--- config.mk ---
export PLATFORM = sky130hd
export DESIGN_NAME = cpu_sequencer
export DESIGN_NICKNAME = d
export VERILOG_FILES = /design/src/rtl/cpu_pkg.sv /design/src/rtl/cpu_seq_alu.sv /design/src/rtl/cpu_sequencer.sv
export SDC_FILE = /design/constraint.sdc
export NUM_CORES = 1
export LEC_CHECK = 0
export CAP_MARGIN = 20
export CORE_UTILIZATION = 50
export DETAILED_ROUTE_END_ITERATION = 16
export GPL_ROUTABILITY_DRIVEN = 0
export PLACE_DENSITY_LB_ADDON = 0.3
export SYNTH_ARGS = -nofsm -noshare
export SYNTH_HDL_FRONTEND = slang
export SYNTH_HIERARCHICAL = 1
export SYNTH_SLANG_ARGS = --single-unit
--- constraint.sdc ---
create_clock -name clk -period 3.4 [get_ports clk]
set_clock_uncertainty 0.2 [all_clocks]
set_input_delay 0.85 -clock clk [delete_from_list [all_inputs] [get_ports clk]]
set_output_delay 0.85 -clock clk [all_outputs]
set_load 0.02 [all_outputs]
--- src/rtl/cpu_pkg.sv ---
// Shared opcodes, FSM states and instruction field helpers for cpu_sequencer.
// CPU_SEQ_MUL_EN enables the MUL opcode; without it opcode D is illegal.
package cpu_pkg;

    localparam logic [3:0] OP_HALT  = 4'h0;
    localparam logic [3:0] OP_MOV   = 4'h1;
    localparam logic [3:0] OP_MOVNZ = 4'h2;
    localparam logic [3:0] OP_MOVEZ = 4'h3;
    localparam logic [3:0] OP_SET   = 4'h6;
    localparam logic [3:0] OP_AND   = 4'h8;
    localparam logic [3:0] OP_OR    = 4'h9;
    localparam logic [3:0] OP_NOT   = 4'hA;
    localparam logic [3:0] OP_ADD   = 4'hB;
    localparam logic [3:0] OP_SHFT  = 4'hC;
    localparam logic [3:0] OP_MUL   = 4'hD;
    localparam logic [3:0] OP_GT    = 4'hE;
    localparam logic [3:0] OP_EQ    = 4'hF;

`ifdef CPU_SEQ_MUL_EN
    localparam bit MUL_EN = 1'b1;
`else
    localparam bit MUL_EN = 1'b0;
`endif

    typedef enum logic [3:0] {
        FETCH  = 4'd0,
        DECODE = 4'd1,
        IMM    = 4'd2,
        RD_A   = 4'd3,
        RD_B   = 4'd4,
        EXEC   = 4'd5,
        COMMIT = 4'd6,
        HALTED = 4'd7
    } state_e;

    // Word layout: {IF, TO, FROM, INS}, low nibble is the opcode
    function automatic logic [3:0] f_ins(input logic [15:0] w);
        return w[3:0];
    endfunction

    function automatic logic [3:0] f_from(input logic [15:0] w);
        return w[7:4];
    endfunction

    function automatic logic [3:0] f_to(input logic [15:0] w);
        return w[11:8];
    endfunction

    function automatic logic [3:0] f_if(input logic [15:0] w);
        return w[15:12];
    endfunction

    function automatic logic is_illegal(input logic [3:0] op);
        return (op == 4'h4) || (op == 4'h5) || (op == 4'h7) ||
               (!MUL_EN && (op == OP_MUL));
    endfunction

endpackage

--- src/rtl/cpu_seq_alu.sv ---
// Combinational ALU plus optional MUL_LAT-cycle multiplier (start/done).
// The multiplier exists only when CPU_SEQ_MUL_EN is defined.
module cpu_seq_alu
    import cpu_pkg::*;
#(
    parameter int DATA_W  = 16,
    parameter int MUL_LAT = 2
) (
    input  logic              clk,
    input  logic              rst,
    input  logic [3:0]        op_i,
    input  logic [3:0]        ifld_i,
    input  logic [DATA_W-1:0] a_i,
    input  logic [DATA_W-1:0] b_i,
    input  logic              mul_start_i,
    output logic [DATA_W-1:0] res_o,
    output logic              wen_o,
    output logic              mul_done_o,
    output logic [DATA_W-1:0] mul_res_o
);

    always_comb begin
        res_o = '0;
        wen_o = 1'b1;
        case (op_i)
            OP_MOV:   res_o = a_i;
            OP_MOVNZ: begin
                res_o = a_i;
                wen_o = |b_i;
            end
            OP_MOVEZ: begin
                res_o = a_i;
                wen_o = ~|b_i;
            end
            OP_AND:   res_o = a_i & b_i;
            OP_OR:    res_o = a_i | b_i;
            OP_NOT:   res_o = ~a_i;
            OP_ADD:   res_o = a_i + b_i;
            OP_SHFT:  res_o = ifld_i[3] ? (a_i << ifld_i[2:0])
                                        : (a_i >> ifld_i[2:0]);
            OP_GT:    res_o = {DATA_W{a_i > b_i}};
            OP_EQ:    res_o = {DATA_W{a_i == b_i}};
            default:  wen_o = 1'b0;
        endcase
    end

`ifdef CPU_SEQ_MUL_EN
    logic [DATA_W-1:0] prod;
    assign prod = a_i * b_i;

    if (MUL_LAT == 1) begin : g_mul_comb
        logic unused_clk;
        assign unused_clk = ^{clk, rst};
        assign mul_done_o = mul_start_i;
        assign mul_res_o  = prod;
    end else begin : g_mul_pipe
        // First stage is the product itself; done marks the last stage
        logic [DATA_W-1:0] pipe_q [MUL_LAT-1];
        logic [MUL_LAT-2:0] vld_q;

        always_ff @(posedge clk) begin
            if (!rst) begin
                vld_q <= '0;
                for (int i = 0; i < MUL_LAT-1; i++) pipe_q[i] <= '0;
            end else begin
                vld_q[0]  <= mul_start_i;
                pipe_q[0] <= prod;
                for (int i = 1; i < MUL_LAT-1; i++) begin
                    vld_q[i]  <= vld_q[i-1];
                    pipe_q[i] <= pipe_q[i-1];
                end
            end
        end

        assign mul_done_o = vld_q[MUL_LAT-2];
        assign mul_res_o  = pipe_q[MUL_LAT-2];
    end
`else
    logic unused_mul;
    assign unused_mul = ^{clk, rst, mul_start_i, MUL_LAT[0]};
    assign mul_done_o = 1'b0;
    assign mul_res_o  = '0;
`endif

endmodule

--- src/rtl/cpu_sequencer.sv ---
// Instruction sequencer: fetch, decode, operand read, execute, commit.
// Define CPU_SEQ_MUL_EN to build the multiplier for opcode D.
module cpu_sequencer
    import cpu_pkg::*;
#(
    parameter int DATA_W  = 16,
    parameter int MUL_LAT = 2,
    parameter int PC_W    = 16
) (
    input  logic              clk,
    input  logic              rst,
    output logic              imem_req,
    output logic [PC_W-1:0]   imem_addr,
    input  logic              imem_ack,
    input  logic [15:0]       imem_data,
    input  logic [PC_W-1:0]   pc,
    output logic              pc_inc,
    output logic [1:0]        pc_inc_amt,
    output logic [3:0]        reg_raddr,
    input  logic [DATA_W-1:0] reg_rdata,
    output logic [3:0]        reg_waddr,
    output logic [DATA_W-1:0] reg_wdata,
    output logic              reg_we,
    input  logic              resume,
    output logic              halted,
    output logic              illegal,
    output logic [3:0]        state_dbg
);

    state_e            state_q, state_d;
    logic [15:0]       instr_q;
    logic [DATA_W-1:0] a_q, b_q, res_q;
    logic              we_q, ill_q, mul_busy_q;
    logic [3:0]        op;
    logic              fetch_ok, mul_start, mul_done;
    logic              alu_wen;
    logic [DATA_W-1:0] alu_res, mul_res;

    assign op        = f_ins(instr_q);
    assign fetch_ok  = imem_req && imem_ack;
    assign mul_start = (state_q == EXEC) && (op == OP_MUL) && !mul_busy_q;

    cpu_seq_alu #(.DATA_W(DATA_W), .MUL_LAT(MUL_LAT)) u_alu (
        .clk         (clk),
        .rst         (rst),
        .op_i        (op),
        .ifld_i      (f_if(instr_q)),
        .a_i         (a_q),
        .b_i         (b_q),
        .mul_start_i (mul_start),
        .res_o       (alu_res),
        .wen_o       (alu_wen),
        .mul_done_o  (mul_done),
        .mul_res_o   (mul_res)
    );

    always_ff @(posedge clk) begin
        if (!rst) state_q <= FETCH;
        else      state_q <= state_d;
    end

    always_comb begin
        state_d = state_q;
        unique case (state_q)
            FETCH:  if (fetch_ok) state_d = DECODE;
            DECODE: begin
                if (op == OP_HALT || is_illegal(op)) state_d = HALTED;
                else if (op == OP_SET)               state_d = IMM;
                else                                 state_d = RD_A;
            end
            IMM:    if (fetch_ok) state_d = COMMIT;
            RD_A:   begin
                if (op == OP_MOV || op == OP_NOT || op == OP_SHFT)
                    state_d = EXEC;
                else
                    state_d = RD_B;
            end
            RD_B:   state_d = EXEC;
            EXEC:   if (op != OP_MUL || mul_done) state_d = COMMIT;
            COMMIT: state_d = FETCH;
            HALTED: if (resume) state_d = FETCH;
            default: state_d = FETCH;
        endcase
    end

    always_ff @(posedge clk) begin
        if (!rst) begin
            instr_q    <= '0;
            a_q        <= '0;
            b_q        <= '0;
            res_q      <= '0;
            we_q       <= 1'b0;
            ill_q      <= 1'b0;
            mul_busy_q <= 1'b0;
        end else begin
            mul_busy_q <= mul_start && !mul_done;
            if (state_q == FETCH && fetch_ok) instr_q <= imem_data;
            if (state_q == DECODE) ill_q <= is_illegal(op);
            if (state_q == HALTED && resume) ill_q <= 1'b0;
            if (state_q == RD_A) a_q <= reg_rdata;
            if (state_q == RD_B) b_q <= reg_rdata;
            if (state_q == IMM && fetch_ok) begin
                res_q <= DATA_W'(imem_data);
                we_q  <= 1'b1;
            end
            if (state_q == EXEC) begin
                res_q <= (op == OP_MUL) ? mul_res : alu_res;
                we_q  <= (op == OP_MUL) ? 1'b1 : alu_wen;
            end
        end
    end

    // Outputs are forced low whenever reset is held
    always_comb begin
        imem_req   = 1'b0;
        imem_addr  = '0;
        pc_inc     = 1'b0;
        pc_inc_amt = 2'd0;
        reg_raddr  = 4'd0;
        reg_we     = 1'b0;
        halted     = 1'b0;
        if (rst) begin
            unique case (state_q)
                FETCH: begin
                    imem_req  = 1'b1;
                    imem_addr = pc;
                end
                DECODE: reg_raddr = f_from(instr_q);
                IMM: begin
                    imem_req  = 1'b1;
                    imem_addr = pc + PC_W'(1);
                end
                RD_A: reg_raddr = f_if(instr_q);
                COMMIT: begin
                    pc_inc     = 1'b1;
                    pc_inc_amt = (op == OP_SET) ? 2'd2 : 2'd1;
                    reg_we     = we_q;
                end
                HALTED: begin
                    halted = 1'b1;
                    if (resume) begin
                        pc_inc     = 1'b1;
                        pc_inc_amt = 2'd1;
                    end
                end
                default: ;
            endcase
        end
    end

    assign reg_waddr = rst ? f_to(instr_q) : 4'd0;
    assign reg_wdata = rst ? res_q : '0;
    assign illegal   = rst && (state_q == HALTED) && ill_q;
    assign state_dbg = rst ? state_q : 4'd0;

endmodule

==> metrics.csv <==
metric;value;unit
Inserted Clock Buffers;9;
Die Width;121;um
Worst R2R End;res_q[5]$_SDFFE_PN0P_;
vias in the first global route;6586;
DRC violations left;0;
Antenna Nets Post-Route;0;
status;finished clean;
max-slew violations;0;
post-layout minimum cycle time;3.36;ns
R2R Path Start;b_q[9]$_SDFFE_PN0P_;
largest net degree at the start of global routing;41;
GRT overflow;0;
initial antenna violation count;0;
die height;121;um
Crit Path Max Fanout;3;
IO Port Bufs;101;
Finish-stage setup viols;0;
Fin. Hold Viols;0;
Critical Path RT;2.35;ns
worst reg-to-reg path cell count;11;
via count;7373;
Max-cap violations;0;
CTS Hold Buffers Added;0;
Pre-antenna DRT Iters;6;
Leak;0.00340;uW
Avg Vias per Cell;5.77;
Yosys Warn Count;6;
dpl hpwl;15700;um
Startpoint Class;primary input;
share of post-route cells with drive strength above 1;0.119;
Antenna diodes;0;
worst hold slack;0.250;ns
Starting Density;0.510;
CTS tree;done;
HP Class;register to register;
Max VDD drop;0.356;mV
P per Cell Area;443;mW/mm2
clk sinks;69;
slew margin rel.;0.294;
global-route wire length before repair;33000;um
Crit Path Class;primary input to output pin;
RSZ-0062 raised after global routing;false;
Routed wire per std cell;15.9;um
postcts setup bufs;0;
fmax;0.298;GHz
area delta synth->final;24.4;%
Nets;1194;
total global-route track usage;0.284;
mapped cell area;0.00705;mm2
total power;3890;uW
Worst-Margin Slew;1.05;ns
crit path DAT;2.31;ns
Post-Synthesis Cells;976;
Worst Setup SP;pc[11];
Total Wirelength;20400;um
overall die area;0.0146;mm2
row count;43;
FF-to-FF setup slack;0.20;ns
Mean Syn Cell Area;7.23;um2
crit share post-route;0.987;
initial DRC count;669;
Core Area;0.0138;mm2
Setup crit end;imem_addr[15];
IO Count;103;
Worst-Skew Late Latency;0.35;ns
Root Buffer;clkbuf_16;
fill cell count;1267;
Worst-path clk slew;0.06;ns
Worst setup EP type;output pin;
clock buffer depth;2;
depth of the CTS H-tree;3;
==> cell usage in the layout (no fill, tap or decap), types with 5 or more instances in the layout <==
cell type	n
a2111oi_0	5
a211oi_1	10
a21boi_0	46
a21oi_1	49
a221oi_1	7
and2_1	30
buf_4	73
clkbuf_16	9
clkdlybuf4s50_1	74
conb_1	18
dfxtp_1	69
dlygate4sd2_1	19
ha_1	49
inv_1	53
mux2_2	6
mux2i_1	39
nand2_1	173
nand2b_1	6
nand3_1	32
nand4_1	8
nor2_1	72
nor2b_1	13
nor3_1	10
nor4_1	9
o211ai_1	32
o21ai_0	42
o22ai_1	6
o31ai_1	5
xnor2_1	13
xor2_1	10
==> what timing repair did <==
| item | CTS | global route |
|---|---|---|
| setup endpoints to repair | 15 | 3 |
| pin swaps | 6 | 0 |
| gates cloned | 0 | 0 |
| resized for setup | 55 | 3 |
==> per-layer routing <==
metal,track usage,vias to the layer above,part of all wire
li1,-,3645,-
met1,0.381,3354,0.46
met2,0.441,325,0.44
met3,0.0557,49,0.074
met4,0.120,0,0.027
met5,0,-,0
==> area by class of cell <==
class,instances,area [um2],area share
timing repair buffer,172,1530,0.174
inverter,53,199,0.0227
sequential,69,1380,0.157
multi-input combinational,787,5090,0.580
clock buffer,10,239,0.0272
tap,180,225,0.0257
clock inverter,6,110,0.0125
==> per-stage QoR <==
step           setup TNS (ns)  instance area [um2]  worst slack [ns]   util  instances
2_1_floorplan               0                 7110             0.272      -        992
4_1_cts                     0                 8770            0.0335  0.634       1276
6_report                    0                 8780            0.0440  0.635       1277
5_1_grt                     0                 8780           0.00444  0.635       1277
3_5_place_dp            -6.20                 8430            -0.634  0.609       1260
3_3_place_gp            -5.83                 8430            -0.608  0.609       1260
==> worst min path at each step <==
stage                                        start                        to  slack (ns)  cells past startpoint
final                      instr_q[8]$_SDFFE_PN0P_   instr_q[8]$_SDFFE_PN0P_        0.25                      2
after global routing      instr_q[10]$_SDFFE_PN0P_  instr_q[10]$_SDFFE_PN0P_        0.29                      2
after CTS                  instr_q[8]$_SDFFE_PN0P_   instr_q[8]$_SDFFE_PN0P_        0.25                      2
after detailed placement   instr_q[8]$_SDFFE_PN0P_   instr_q[8]$_SDFFE_PN0P_        0.24                      2
after global placement     instr_q[8]$_SDFFE_PN0P_   instr_q[8]$_SDFFE_PN0P_        0.24                      2
after floorplan            instr_q[8]$_SDFFE_PN0P_   instr_q[8]$_SDFFE_PN0P_        0.23                      2
==> sequential cells by signal, indices dropped and copies added, names as in the netlist <==
signal   cells
a_q         16
b_q         16
ill_q        1
instr_q     16
res_q       16
state_q      3
we_q         1
==> critical path: stages <==
cell	delay, ns
clkdlybuf4s50_1	0.53
nand4_4	0.11
or4_1	0.51
a21oi_1	0.14
buf_4	0.16
==> power breakdown <==
part           switching (uW)  leakage [uW]  internal (uW)
clock                     360      0.000165            734
sequential               89.7      0.000559            914
combinational            1080       0.00268            715
total                    1530       0.00340           2360
Power figures use the tool's default switching activity.
